**config.mk**
```make
export PLATFORM = sky130hd
export DESIGN_NAME = spi_rx_deser
export DESIGN_NICKNAME = d
export VERILOG_FILES = /design/src/rtl/spi_rx_deser.sv
export SDC_FILE = /design/constraint.sdc
export NUM_CORES = 1
export LEC_CHECK = 0
export CAP_MARGIN = 20
export CELL_PAD_IN_SITES_DETAIL_PLACEMENT = 1
export CELL_PAD_IN_SITES_GLOBAL_PLACEMENT = 1
export CORE_MARGIN = 5
export CORE_UTILIZATION = 46
export DETAILED_ROUTE_END_ITERATION = 16
export PLACE_DENSITY = 0.92
export SLEW_MARGIN = 10
export SYNTH_ARGS = -nofsm -noshare
export SYNTH_HDL_FRONTEND = slang
export SYNTH_SLANG_ARGS = --single-unit
```
**constraint.sdc**
```tcl
create_clock -name clk -period 2.5 [get_ports clk]
set_input_delay 0.5 -clock clk [delete_from_list [all_inputs] [get_ports clk]]
set_output_delay 0.5 -clock clk [all_outputs]
set_load 0.01 [all_outputs]
```
**src/rtl/spi_rx_deser.sv**
```systemverilog
// Oversampling SPI slave deserializer: WORD_W-bit frames out on a valid/ready handshake.
// Define SPI_RX_LSB_FIRST_EN to shift LSB-first; the default build is MSB-first.
`timescale 1ns/1ps
module spi_rx_deser #(
   parameter int WORD_W      = 16,
   parameter int SYNC_STAGES = 2
) (
   input  logic              clk,
   input  logic              rst,
   input  logic              spi_cs_l,
   input  logic              spi_sclk,
   input  logic              spi_data,
   input  logic              rx_ready,
   output logic [WORD_W-1:0] rx_data,
   output logic              rx_valid,
   output logic              frame_err,
   output logic              overrun,
   output logic [4:0]        bit_cnt
);
   typedef enum logic [1:0] {
      ST_IDLE  = 2'd0,
      ST_SHIFT = 2'd1,
      ST_DONE  = 2'd2
   } state_t;

   localparam logic [4:0] LAST_BIT = 5'(WORD_W - 1);

   logic [SYNC_STAGES-1:0] cs_sync_q, cs_sync_d;
   logic [SYNC_STAGES-1:0] sclk_sync_q, sclk_sync_d;
   logic [SYNC_STAGES-1:0] data_sync_q, data_sync_d;
   logic                   cs_dly_q, cs_dly_d, sclk_dly_q, sclk_dly_d;
   logic                   cs_s, sclk_s, data_s;
   logic                   cs_fall_s, cs_rise_s, sclk_rise_s;
   state_t                 state_q, state_d;
   logic [WORD_W-1:0]      shreg_q, shreg_d, rx_data_q, rx_data_d;
   logic [4:0]             bit_cnt_q, bit_cnt_d;
   logic                   extra_q, extra_d, deliver_q, deliver_d, err_pend_q, err_pend_d;
   logic                   rx_valid_q, rx_valid_d, frame_err_q, frame_err_d;
   logic                   overrun_q, overrun_d;

   always_comb begin
      cs_sync_d   = {cs_sync_q[SYNC_STAGES-2:0], spi_cs_l};
      sclk_sync_d = {sclk_sync_q[SYNC_STAGES-2:0], spi_sclk};
      data_sync_d = {data_sync_q[SYNC_STAGES-2:0], spi_data};
      cs_s        = cs_sync_q[SYNC_STAGES-1];
      sclk_s      = sclk_sync_q[SYNC_STAGES-1];
      data_s      = data_sync_q[SYNC_STAGES-1];
      cs_dly_d    = cs_s;
      sclk_dly_d  = sclk_s;
      cs_fall_s   = cs_dly_q & ~cs_s;
      cs_rise_s   = ~cs_dly_q & cs_s;
      sclk_rise_s = ~sclk_dly_q & sclk_s;
   end

   // Frame FSM: cs edges are checked before sclk so chip-select always wins a tie.
   always_comb begin
      state_d    = state_q;
      shreg_d    = shreg_q;
      bit_cnt_d  = bit_cnt_q;
      extra_d    = extra_q;
      deliver_d  = 1'b0;
      err_pend_d = 1'b0;
      case (state_q)
         ST_IDLE: begin
            bit_cnt_d = 5'd0;
            extra_d   = 1'b0;
            if (cs_fall_s) begin
               state_d = ST_SHIFT;
            end else begin
               state_d = ST_IDLE;
            end
         end
         ST_SHIFT: begin
            if (cs_rise_s) begin
               state_d    = ST_IDLE;
               bit_cnt_d  = 5'd0;
               err_pend_d = (bit_cnt_q != 5'd0);
            end else if (sclk_rise_s) begin
`ifdef SPI_RX_LSB_FIRST_EN
               shreg_d = {data_s, shreg_q[WORD_W-1:1]};
`else
               shreg_d = {shreg_q[WORD_W-2:0], data_s};
`endif
               bit_cnt_d = bit_cnt_q + 5'd1;
               if (bit_cnt_q == LAST_BIT) begin
                  deliver_d = 1'b1;
                  state_d   = ST_DONE;
               end else begin
                  state_d = ST_SHIFT;
               end
            end else begin
               state_d = ST_SHIFT;
            end
         end
         ST_DONE: begin
            if (cs_rise_s) begin
               state_d    = ST_IDLE;
               bit_cnt_d  = 5'd0;
               err_pend_d = extra_q;
               extra_d    = 1'b0;
            end else if (sclk_rise_s) begin
               extra_d = 1'b1;
            end else begin
               extra_d = extra_q;
            end
         end
         default: begin
            state_d   = ST_IDLE;
            bit_cnt_d = 5'd0;
            extra_d   = 1'b0;
         end
      endcase
   end

   // Output stage: a finished word lands one cycle after the last shift, so shreg is already frozen in DONE.
   always_comb begin
      rx_data_d   = rx_data_q;
      rx_valid_d  = rx_valid_q;
      overrun_d   = overrun_q;
      frame_err_d = err_pend_q;
      if (deliver_q) begin
         if (!rx_valid_q || rx_ready) begin
            rx_data_d  = shreg_q;
            rx_valid_d = 1'b1;
         end else begin
            overrun_d = 1'b1;
         end
      end else if (rx_valid_q && rx_ready) begin
         rx_valid_d = 1'b0;
      end else begin
         rx_valid_d = rx_valid_q;
      end
   end

   // State registers; the cs synchronizer resets to the deselected level.
   always_ff @(posedge clk or negedge rst) begin
      if (!rst) begin
         cs_sync_q   <= {SYNC_STAGES{1'b1}};
         sclk_sync_q <= {SYNC_STAGES{1'b0}};
         data_sync_q <= {SYNC_STAGES{1'b0}};
         cs_dly_q    <= 1'b1;
         sclk_dly_q  <= 1'b0;
         state_q     <= ST_IDLE;
         shreg_q     <= {WORD_W{1'b0}};
         bit_cnt_q   <= 5'd0;
         extra_q     <= 1'b0;
         deliver_q   <= 1'b0;
         err_pend_q  <= 1'b0;
         rx_data_q   <= {WORD_W{1'b0}};
         rx_valid_q  <= 1'b0;
         frame_err_q <= 1'b0;
         overrun_q   <= 1'b0;
      end else begin
         cs_sync_q   <= cs_sync_d;
         sclk_sync_q <= sclk_sync_d;
         data_sync_q <= data_sync_d;
         cs_dly_q    <= cs_dly_d;
         sclk_dly_q  <= sclk_dly_d;
         state_q     <= state_d;
         shreg_q     <= shreg_d;
         bit_cnt_q   <= bit_cnt_d;
         extra_q     <= extra_d;
         deliver_q   <= deliver_d;
         err_pend_q  <= err_pend_d;
         rx_data_q   <= rx_data_d;
         rx_valid_q  <= rx_valid_d;
         frame_err_q <= frame_err_d;
         overrun_q   <= overrun_d;
      end
   end

   assign rx_data   = rx_data_q;
   assign rx_valid  = rx_valid_q;
   assign frame_err = frame_err_q;
   assign overrun   = overrun_q;
   assign bit_cnt   = bit_cnt_q;
endmodule
```
---- Word-level counts from Yosys, hierarchy flattened ----
Index checks and enable logic that the tools add are counted.
operators by class
  bitwise operators ....................... 9
  reduce and logical (&&, ||, !) cells .... 12
  muxes and demuxes ....................... 23
  add/subtract/negate cells ............... 1
  equality and inequality tests ........... 7
operators by type and width
  cell                                                  count
  two-way mux 5 bit                                     3
  two-way mux 1 bit                                     12
  one-hot mux 5 bit (2 select lines)                    1
  AND reduction 2 bit                                   5
  two-way mux 2 bit                                     4
  != test 3 bit (second input constant)                 2
  NOT 1 bit                                             6
  one-hot mux 2 bit (3 select lines)                    1
  adder 5 x 1 -> 5 bit (second input constant)          1
  equality test 5 x 4 -> 1 bit (second input constant)  1
  nonzero test 5 bit                                    1
  one-hot mux 1 bit (2 select lines)                    2
  bitwise AND 1 bit                                     3
  AND reduction 3 bit                                   1
  equality test 2 x 1 -> 1 bit (second input constant)  1
  equality test 2 bit (second input constant)           1
  logical NOT 2 bit                                     1
  != test 2 x 1 -> 1 bit (second input constant)        1
  != test 2 bit (second input constant)                 1
  nonzero test 2 bit                                    1
  logical AND 1 bit                                     1
  logical NOT 1 bit                                     1
  logical OR 1 bit                                      1
word-level totals
  register bits ........................... 53

---- Longest topological paths before layout ----
Gate-level depths: netlist (run 1).
  depth after elaboration ................. 5
  gate-level depth with buffers ........... 6
  depth with buffers taken out ............ 6

---- Least setup slack after synthesis (run 1) ----
OpenSTA, ideal clock, no wires.
  path kind ............................... in2reg
  start ................................... input rx_ready
  end ..................................... register rx_data_q[10], in the netlist rx_data[10]
  stages on the path ...................... 4
  buffers on the path ..................... 1
  setup slack ............................. 1.002 ns
  setup time .............................. 0.125 ns
  arrival ................................. 1.374 ns
  required time ........................... 2.375 ns
  cell sequence ........................... nand2b_1 nand2_1 buf_4 mux2_2
on the way
  cells in the longest elaborated chain, start to end .. 2
RTL lines
  element                               line  RTL
  start: declaration                    13    input logic rx_ready,
  logical OR 1 bit                      122   if (!rx_valid_q || rx_ready) begin
  AND reduction 2 bit (no source line)  --
  end signal: assignment                149   rx_data_q <= {WORD_W{1'b0}};
  end signal: assignment                165   rx_data_q <= rx_data_d;
  end: declaration                      35    logic [WORD_W-1:0] shreg_q, shreg_d, rx_data_q, rx_data_d;
Every way passes these cells.
A chain may end at the register's enable or synchronous reset.

---- Final worst setup path (run 1) ----
  start ................................... register bit_cnt_q[2], in the netlist bit_cnt[2]
  end ..................................... output bit_cnt[2]
RTL lines
  element                   line  RTL
  start: declaration        36    logic [4:0] bit_cnt_q, bit_cnt_d;
  start signal: assignment  161   bit_cnt_q <= bit_cnt_d;
  end: declaration          18    output logic [4:0] bit_cnt
No word-level cell between the ends.

==> metrics.yaml, run 1 <==
logic_synthesis:
  ys_warn_count: 0
  postSynthAreaPerCell_um2: 14.7
  synth_cell_type_count: 27
  synth_compound_area_frac: 0.0350
  yosys.area_share.simple: 0.0634
  synth_area_leaders: "dfrtp_1, mux2_2, mux2_4, dfstp_2, ha_1"
  synth-xor-area-share: 0.00415
  yosysSeqAreaShare: 0.630
  synth_fa_ha_area_frac: 0.0356
  syn_area_um2: 2110
  ys_ff_latch: 53
  synth_top_cell_by_area: "dfrtp_1"
  muxShareOfSynthArea: 0.200
  synth_nets: 156
  yosysTopAreaCellShare: 0.593
  postSynthCellCount: 144
  synth_top_family_by_area: "multiplexers"
global_route:
  grt_max_degree: 54
  overflow: 0
  met2_usage: 0.248
  grt_usage: 0.143
  use_met1: 0.176
  busiest_layer: "met2"
  grt_pass1_vias: 1367
  met3_usage: 0.0197
  grt_antenna_before_repair: 0
  grt_pass1_wl_um: 6890
floorplan:
  die_area_um2: 6040
  chipHeight_um: 77.7
  fp.dieW_um: 77.7
  rows: 24
  io-pin-count: 30
  core_um2: 4410
  start_util: 0.478
worst_setup_path:
  reg2reg_depth: 4
  crit_slowest_cell: "clkdlybuf4s50_1"
  worst-path-max-fanout: 7
  crit_chain: "clkdlybuf4s50_1"
  crit_family: "buffers and inverters"
  crit_type: "reg2out"
  reg2reg_from: "cs_dly_q"
  cp_data_required_time_ps: 2000
  path_buf_inv: 1
  cp.depth: 1
  end_kind: "primary output"
  cpPeakStageDelay_ps: 580
  start_kind: "flip-flop"
  critPathArrivalTime_ps: 1350
  startpoint: "bit_cnt[2]"
detailed_routing:
  avgRoutedWirePerCell_um: 17.1
  drt-initial-drc-count: 77
  first_pass_iters: 4
  num_vias: 1203
  ant_nets: 0
  routed_wl_um: 3960
  route.detailed.drc: 0
  routed_via_density: 5.21
place:
  place.gp.congestion: 0.853
  hpwl_um: 2790
  io_buffers: 29
timing:
  setup_viol: 0
  fin_skew_ps: 11.0
  min_period_ps: 1850
  maxSlewHeadroom: 0.560
  rsz0062_at_grt: "false"
  fmax_mhz: 541
  drv_slew: 0
  setup_tns_ps: 0
  worst_pin_slew_ps: 661
  finalCritPeriodShare: 0.740
  hold_violations: 0
cts:
  cts.sinks: 53
  htreeDepth: 2
  clock_latency_ps: 300
  cts_max_path_buffers: 2
  cts_root_buf: "clkbuf_8"
  clk_pin_slew_ps: 100
  cts_buffers: 5
  cts_tree: "yes"
  cts_hold_buf: 0
  cts_resized: 0
  postCtsSetupBuffers: 0
cells_and_area:
  post-route-util: 0.574
  antenna_cells: 0
  nNetsFinal: 190
  layout-drive-gt1-share: 0.274
  fillers: 428
  seq_area_um2: 1330
  area_delta_synth_final_pct: 20.0
  multi_input_area_um2: 713
power_and_ir_drop:
  pwr_density_cell_nw_per_um2: 627
  ir_drop_mv: 0.331
  power_mw: 1.59
  p_leak_nw: 1.24
job:
  drv_cap: 0
worst_hold_path:
  worstHoldPathType: "in2async"
outcome:
  status: "finished clean"
[cells by family (layout without fill, tap and decap cells)]
group | count (synthesis) | count (layout)
compound gates | 11 | 11
flops | 53 | 53
xor+xnor | 1 | 1
buf+inv | 13 | 48
mux | 35 | 35
simple gates | 25 | 25
fa+ha+maj | 6 | 6
[area by class of cell]
class,count,share of cell area
inverters,9,0.0133
clock buffers,5,0.0272
multi-input cells,78,0.282
clock inverters,3,0.00840
repair buffers,31,0.119
well taps,52,0.0257
flip-flops and latches,53,0.525
[synthesized netlist by cell type]
library cell  number
nor2_1             7
o21bai_1           1
buf_4              1
xnor2_1            1
or4b_2             1
nand3_1            3
mux2i_1            2
a21o_1             1
mux2_4             8
a31oi_1            1
nor3_1             2
inv_1              9
a22o_1             2
ha_1               6
a21oi_1            3
nand3_4            1
buf_6              2
clkbuf_1           1
dfstp_2            3
and2b_1            1
o21ai_0            2
nand2b_1           3
nand2_1            6
dfrtp_1           50
mux2_2            25
and3_1             1
a32o_1             1
[per-stage QoR]
step	instance area (um2)	instances	setup WS (ps)	hold WS, ps
finish	2530	231	651	298
global route	2530	231	529	359
global placement	2440	223	654	331
floorplan	2110	144	1000	204
CTS	2530	231	629	313
detailed placement	2440	223	594	336
[path summary, 6_finish.rpt]
kind,slack (ps),endpoint
max reg2reg,660,bit_cnt[0]
min in group clk,350,sclk_sync_q[1]
min reg2reg,350,sclk_sync_q[1]
min,300,state_q[0]
max,650,bit_cnt[2]
max in group asynchronous,1760,shreg_q[4]
[where the power goes]
| group | internal (mW) | switching [mW] |
|---|---|---|
| clock network | 0.199 | 0.281 |
| logic | 0.0715 | 0.0708 |
| registers | 0.919 | 0.0460 |
| total | 1.19 | 0.397 |
[flip-flops by register name, summed over array words and instances (netlist names)]
| register | count |
|---|---|
| rx_data | 16 |
| cs_sync_q | 2 |
| data_sync_q | 2 |
| extra_q | 1 |
| bit_cnt | 5 |
| state_q | 2 |
| err_pend_q | 1 |
| frame_err | 1 |
| rx_valid | 1 |
| sclk_sync_q | 2 |
| deliver_q | 1 |
| overrun | 1 |
| shreg_q | 16 |
| sclk_dly_q | 1 |
| cs_dly_q | 1 |
[cells in the final DEF, fill, tap and decap left out, drive strengths merged, types with 2 or more instances in the layout]
master and instances:
nand2b 3, nand3 4, nand2 6, a22o 2
nor2 7, dfrtp 50, o21ai 2, clkdlybuf4s50 28
buf 3, nor3 2, ha 6, mux2i 2
inv 10, a21oi 3, dfstp 3, clkbuf 5
mux2 33
[metal layers]
layer	part of all wire	up-vias	routed length [um]
met4	0.015	0	59
li1	-	556	-
met5	0	-	0
met1	0.42	621	1680
met2	0.54	21	2120
met3	0.024	5	94
Power figures use the tool's default switching activity.
==> run 2, diff against run 1 <==
--- a/config.mk
+++ b/config.mk
@@ -9,9 +9,9 @@
 export CELL_PAD_IN_SITES_DETAIL_PLACEMENT = 1
 export CELL_PAD_IN_SITES_GLOBAL_PLACEMENT = 1
 export CORE_MARGIN = 5
-export CORE_UTILIZATION = 46
+export CORE_UTILIZATION = 44
 export DETAILED_ROUTE_END_ITERATION = 16
-export PLACE_DENSITY = 0.92
+export PLACE_DENSITY = 0.89
 export SLEW_MARGIN = 10
 export SYNTH_ARGS = -nofsm -noshare
 export SYNTH_HDL_FRONTEND = slang
==> constraint.sdc (replaced) <==
create_clock -name clk -period 1.94 [get_ports clk]
set_input_delay 0.388 -clock clk [delete_from_list [all_inputs] [get_ports clk]]
set_output_delay 0.388 -clock clk [all_outputs]
set_load 0.01 [all_outputs]
==> metrics.yaml, run 2 (same netlist as run 1, synthesis figures left out) <==
power_and_ir_drop:
  p_leak_nw: 1.26  # +1.8%
  pwr_density_cell_nw_per_um2: 803  # +28%
  ir_drop_mv: 0.388  # +17%
cts:
  cts_root_buf: "clkbuf_8"
  cts_max_path_buffers: 2  # unchanged
  postCtsSetupBuffers: 0  # unchanged
  cts.sinks: 53  # unchanged
  cts_resized: 0  # unchanged
  htreeDepth: 2  # unchanged
  clk_pin_slew_ps: 90  # about the same
  cts_buffers: 5  # unchanged
  clock_latency_ps: 310  # about the same
  cts_hold_buf: 0  # unchanged
  cts_tree: "yes"
global_route:
  grt_pass1_wl_um: 6780  # -1.6%
  overflow: 0  # unchanged
  grt_usage: 0.143  # -0.000768
  grt_pass1_vias: 1342  # -1.8%
  grt_antenna_before_repair: 0  # unchanged
  grt_max_degree: 54  # unchanged
cells_and_area:
  fillers: 461  # +7.7%
  post-route-util: 0.549  # -0.0252
  final_common_cell: "dfrtp_1"
  multi_input_area_um2: 713  # unchanged
  design_area_um2: 2570  # +1.6%
  final_cell_mix: "dfrtp_1, clkdlybuf4s50_1, mux2_2"
  nNetsFinal: 191  # +0.53%
  area_delta_synth_final_pct: 21.9
  layout-drive-gt1-share: 0.278  # +0.00403
  seq_area_um2: 1330  # unchanged
  antenna_cells: 0  # unchanged
detailed_routing:
  routed_wl_um: 3820  # -3.5%
  routed_via_density: 5.12  # -1.8%
  num_vias: 1197  # -0.50%
  ant_nets: 0  # unchanged
  first_pass_iters: 4  # unchanged
  drt-initial-drc-count: 61  # -21%
  route.detailed.drc: 0  # unchanged
  avgRoutedWirePerCell_um: 16.3  # -4.7%
timing:
  maxSlewHeadroom: 0.754  # +0.195
  rsz0062_at_grt: "false"
  fmax_mhz: 580
  min_period_ps: 1720
  finalCritPeriodShare: 0.888
  setup_viol: 0  # unchanged
  drv_slew: 0  # unchanged
  hold_violations: 0  # unchanged
  setup_tns_ps: 0  # unchanged
  hold_ws_ps: 56.3  # -242 ps
  layout_setup_ws_ps: 216  # -434 ps
  fin_skew_ps: 9.05  # -1.91 ps
  worst_pin_slew_ps: 369  # -292 ps
floorplan:
  fp.dieW_um: 79.3  # +2.0%
  core_um2: 4690  # +6.3%
  start_util: 0.450  # -0.0283
  rows: 25  # +4.2%
  die_area_um2: 6280  # +3.9%
  chipHeight_um: 79.3  # +2.0%
  io-pin-count: 30  # unchanged
outcome:
  status: "finished clean"
place:
  io_buffers: 29  # unchanged
  placed_area_um2: 2480  # +1.4%
  hpwl_um: 2650  # -5.2%
  place.gp.congestion: 0.744  # -13%
  place_ws_ps: 213  # -382 ps
worst_setup_path:
  reg2reg_depth: 5  # +1
  critPathArrivalTime_ps: 1970  # +620 ps
  start_kind: "flip-flop"
  crit_type: "reg2reg"
  worst-path-max-fanout: 19  # +12
  end_kind: "flip-flop"
  cp_data_required_time_ps: 2190  # +190 ps
  rrSetupSlack_ps: 220  # -440 ps
job:
  drv_cap: 0  # unchanged
worst_hold_path:
  worstHoldPathType: "in2async"
## run 2: metrics by stage
step / cells / total power, mW
after global placement: 226 / 1.43
after global routing: 234 / 2.18
after CTS: 234 / 2.10
final: 234 / 2.07
after floorplan: 144 / 1.37
after detailed placement: 226 / 1.45
## run 2: layout make-up
class,instances,share of cell area
Sequential cell,53,0.517
Multi-Input combinational cell,78,0.277
Timing Repair Buffer,32,0.129
Clock buffer,6,0.0321
Tap cell,54,0.0263
Inverter,9,0.0131
Clock inverter,2,0.00535
## run 2: layer usage
| layer | part of all wire | track usage |
|---|---|---|
| met5 | 0 | 0 |
| met1 | 0.44 | 0.180 |
| met4 | 0.018 | 0.0722 |
| met2 | 0.50 | 0.228 |
| met3 | 0.032 | 0.0340 |
## run 2: path summary, 6_finish.rpt
kind	start	end
max	state_q[1]	bit_cnt[0]
max in group asynchronous	rst	cs_dly_q
max reg2reg	state_q[1]	bit_cnt[0]
min reg2reg	err_pend_q	frame_err
min in group clk	err_pend_q	frame_err
min	rst	rx_data[1]
## run 2: critical path: stages (launching register included)
cell and delay [ps]:
dfrtp_1 410, inv_1 90, ha_1 300, nand3_4 320
nor2_1 330, mux2_2 210
## run 2: power by group
group / total [mW] / leakage, nW / switching (mW) / internal [mW]
clock network: 0.644 / 0.0512 / 0.354 / 0.290
registers: 1.24 / 0.709 / 0.0554 / 1.18
logic: 0.183 / 0.498 / 0.0872 / 0.0962
==> run 3, diff against run 2 <==
--- a/config.mk
+++ b/config.mk
@@ -9,9 +9,10 @@
 export CELL_PAD_IN_SITES_DETAIL_PLACEMENT = 1
 export CELL_PAD_IN_SITES_GLOBAL_PLACEMENT = 1
 export CORE_MARGIN = 5
-export CORE_UTILIZATION = 44
+export CORE_UTILIZATION = 46
+export CTS_BUF_LIST = sky130_fd_sc_hd__clkbuf_8
 export DETAILED_ROUTE_END_ITERATION = 16
-export PLACE_DENSITY = 0.89
+export PLACE_DENSITY = 0.92
 export SLEW_MARGIN = 10
 export SYNTH_ARGS = -nofsm -noshare
 export SYNTH_HDL_FRONTEND = slang
==> metrics.yaml, run 3 (same netlist as run 1, synthesis figures left out) <==
worst_setup_path:
  reg2reg_from: "state_q[1]"
  start_kind: "flip-flop"
  critPathArrivalTime_ps: 2000  # +30 ps
  startpoint: "state_q[1]"
  end_kind: "flip-flop"
  worst-path-max-fanout: 19  # unchanged
  crit_type: "reg2reg"
  rrSetupSlack_ps: 180  # -40 ps
  cp_data_required_time_ps: 2180  # about the same
detailed_routing:
  routed_wl_um: 3910  # +2.4%
  drt-initial-drc-count: 59  # -3.3%
  route.detailed.drc: 0  # unchanged
  first_pass_iters: 4  # unchanged
  avgRoutedWirePerCell_um: 16.9  # +3.7%
  num_vias: 1198  # +0.084%
  routed_via_density: 5.19  # +1.4%
  ant_nets: 0  # unchanged
global_route:
  grt_pass1_vias: 1386  # +3.3%
  grt_usage: 0.145  # +0.00182
  overflow: 0  # unchanged
  grt_max_degree: 54  # unchanged
  grt_pass1_wl_um: 6880  # +1.5%
  grt_antenna_before_repair: 0  # unchanged
cells_and_area:
  seq_area_um2: 1330  # unchanged
  final_common_cell: "dfrtp_1"
  area_delta_synth_final_pct: 22.2
  fillers: 422  # -8.5%
  nNetsFinal: 191  # unchanged
  multi_input_area_um2: 713  # unchanged
  antenna_cells: 0  # unchanged
  layout-drive-gt1-share: 0.274  # -0.00403
  final_cell_mix: "dfrtp_1, clkdlybuf4s50_1, mux2_2"
power_and_ir_drop:
  power.switching_uw: 475  # -4.3%
  p_leak_nw: 1.26  # +0.22%
  pwr_density_cell_nw_per_um2: 826  # +2.9%
  ir_drop_mv: 0.488  # +26%
  p_int_mw: 1.66  # +5.4%
  clkPwrFrac: 0.329  # +0.018
  seqPwrFrac: 0.584  # -0.016
  switching_share: 0.223  # -0.0173
  combPwrFrac: 0.087  # -0.002
timing:
  layout_setup_ws_ps: 175  # -41.0 ps
  min_period_ps: 1760  # +41.0 ps
  drv_slew: 0  # unchanged
  setup_tns_ps: 0  # unchanged
  finalCritPeriodShare: 0.910  # +0.0211
  setup_viol: 0  # unchanged
  hold_violations: 0  # unchanged
  worst_pin_slew_ps: 362  # -6.41 ps
  fin_skew_ps: 7.50  # -1.55 ps
  rsz0062_at_grt: "false"
  maxSlewHeadroom: 0.759  # +0.00428
  fmax_mhz: 567  # -2.3%
floorplan:
  fp.dieW_um: 77.7  # -1.9%
  chipHeight_um: 77.7  # -1.9%
  die_area_um2: 6040  # -3.8%
  start_util: 0.478  # +0.0283
  rows: 24  # -4.0%
  core_um2: 4410  # -5.9%
  io-pin-count: 30  # unchanged
cts:
  cts_buffers: 5  # unchanged
  cts_tree: "yes"
  htreeDepth: 2  # unchanged
  clock_latency_ps: 300  # about the same
  cts_hold_buf: 0  # unchanged
  cts_resized: 0  # unchanged
  cts_max_path_buffers: 2  # unchanged
  postCtsSetupBuffers: 0  # unchanged
  cts.sinks: 53  # unchanged
  cts_root_buf: "clkbuf_8"
  clk_pin_slew_ps: 90  # about the same
place:
  place_ws_ps: 203  # -9.55 ps
  hpwl_um: 2810  # +6.1%
  io_buffers: 29  # unchanged
  place.gp.congestion: 0.826  # +11%
worst_hold_path:
  worstHoldPathType: "in2async"
outcome:
  status: "finished clean"
job:
  drv_cap: 0  # unchanged
-- run 3: layer usage --
| metal | vias to the layer above | part of all wire | wire, um | global-route usage |
|---|---|---|---|---|
| met3 | 7 | 0.035 | 136 | 0.0405 |
| li1 | 555 | - | - | - |
| met2 | 23 | 0.53 | 2070 | 0.252 |
| met1 | 613 | 0.42 | 1630 | 0.165 |
| met4 | 0 | 0.019 | 75 | 0.0601 |
| met5 | - | 0 | 0 | 0 |
-- run 3: worst paths after layout --
check	cells after the start	end
worst max-delay path	5	bit_cnt[1]
worst min-delay path	2	state_q[0]
worst max register to register	5	bit_cnt[1]
worst min register to register	0	sclk_sync_q[1]
max in group asynchronous	2	cs_dly_q
min in group clk	0	sclk_sync_q[1]
-- run 3: power by group through the flow --
stage | clock (mW) | sequential, mW | combinational, mW
6_report | 0.701 | 1.24 | 0.186
5_1_grt | 0.775 | 1.26 | 0.210
4_1_cts | 0.732 | 1.24 | 0.191
3_5_place_dp | 0 | 1.27 | 0.187
3_3_place_gp | 0 | 1.25 | 0.173
2_1_floorplan | 0 | 1.24 | 0.124
-- run 3: layout make-up --
type,instances,share of cell area
Inverter,9,0.0131
Clock buffer,5,0.0267
Timing Repair Buffer,32,0.129
Multi-Input combinational cell,78,0.277
Sequential cell,53,0.516
Tap cell,52,0.0252
Clock inverter,2,0.0136
-- run 3: worst max-delay path: stages, from the launching register on --
cell     delay (ps)
dfrtp_1         410
inv_1            90
ha_1            310
nand3_4         330
nor2_1          350
a22o_1          210
-- run 3: stage by stage --
| step | hold slack, ps | total power, mW | util | instances | cell area (um2) |
|---|---|---|---|---|---|
| 5_1_grt | 75.8 | 2.24 | 0.584 | 231 | 2580 |
| 2_1_floorplan | 92.4 | 1.37 | - | 144 | 2110 |
| 6_report | 60.0 | 2.13 | 0.584 | 231 | 2580 |
| 3_3_place_gp | 331 | 1.43 | 0.561 | 224 | 2470 |
| 4_1_cts | 67.9 | 2.17 | 0.584 | 231 | 2580 |
| 3_5_place_dp | 338 | 1.45 | 0.561 | 224 | 2470 |
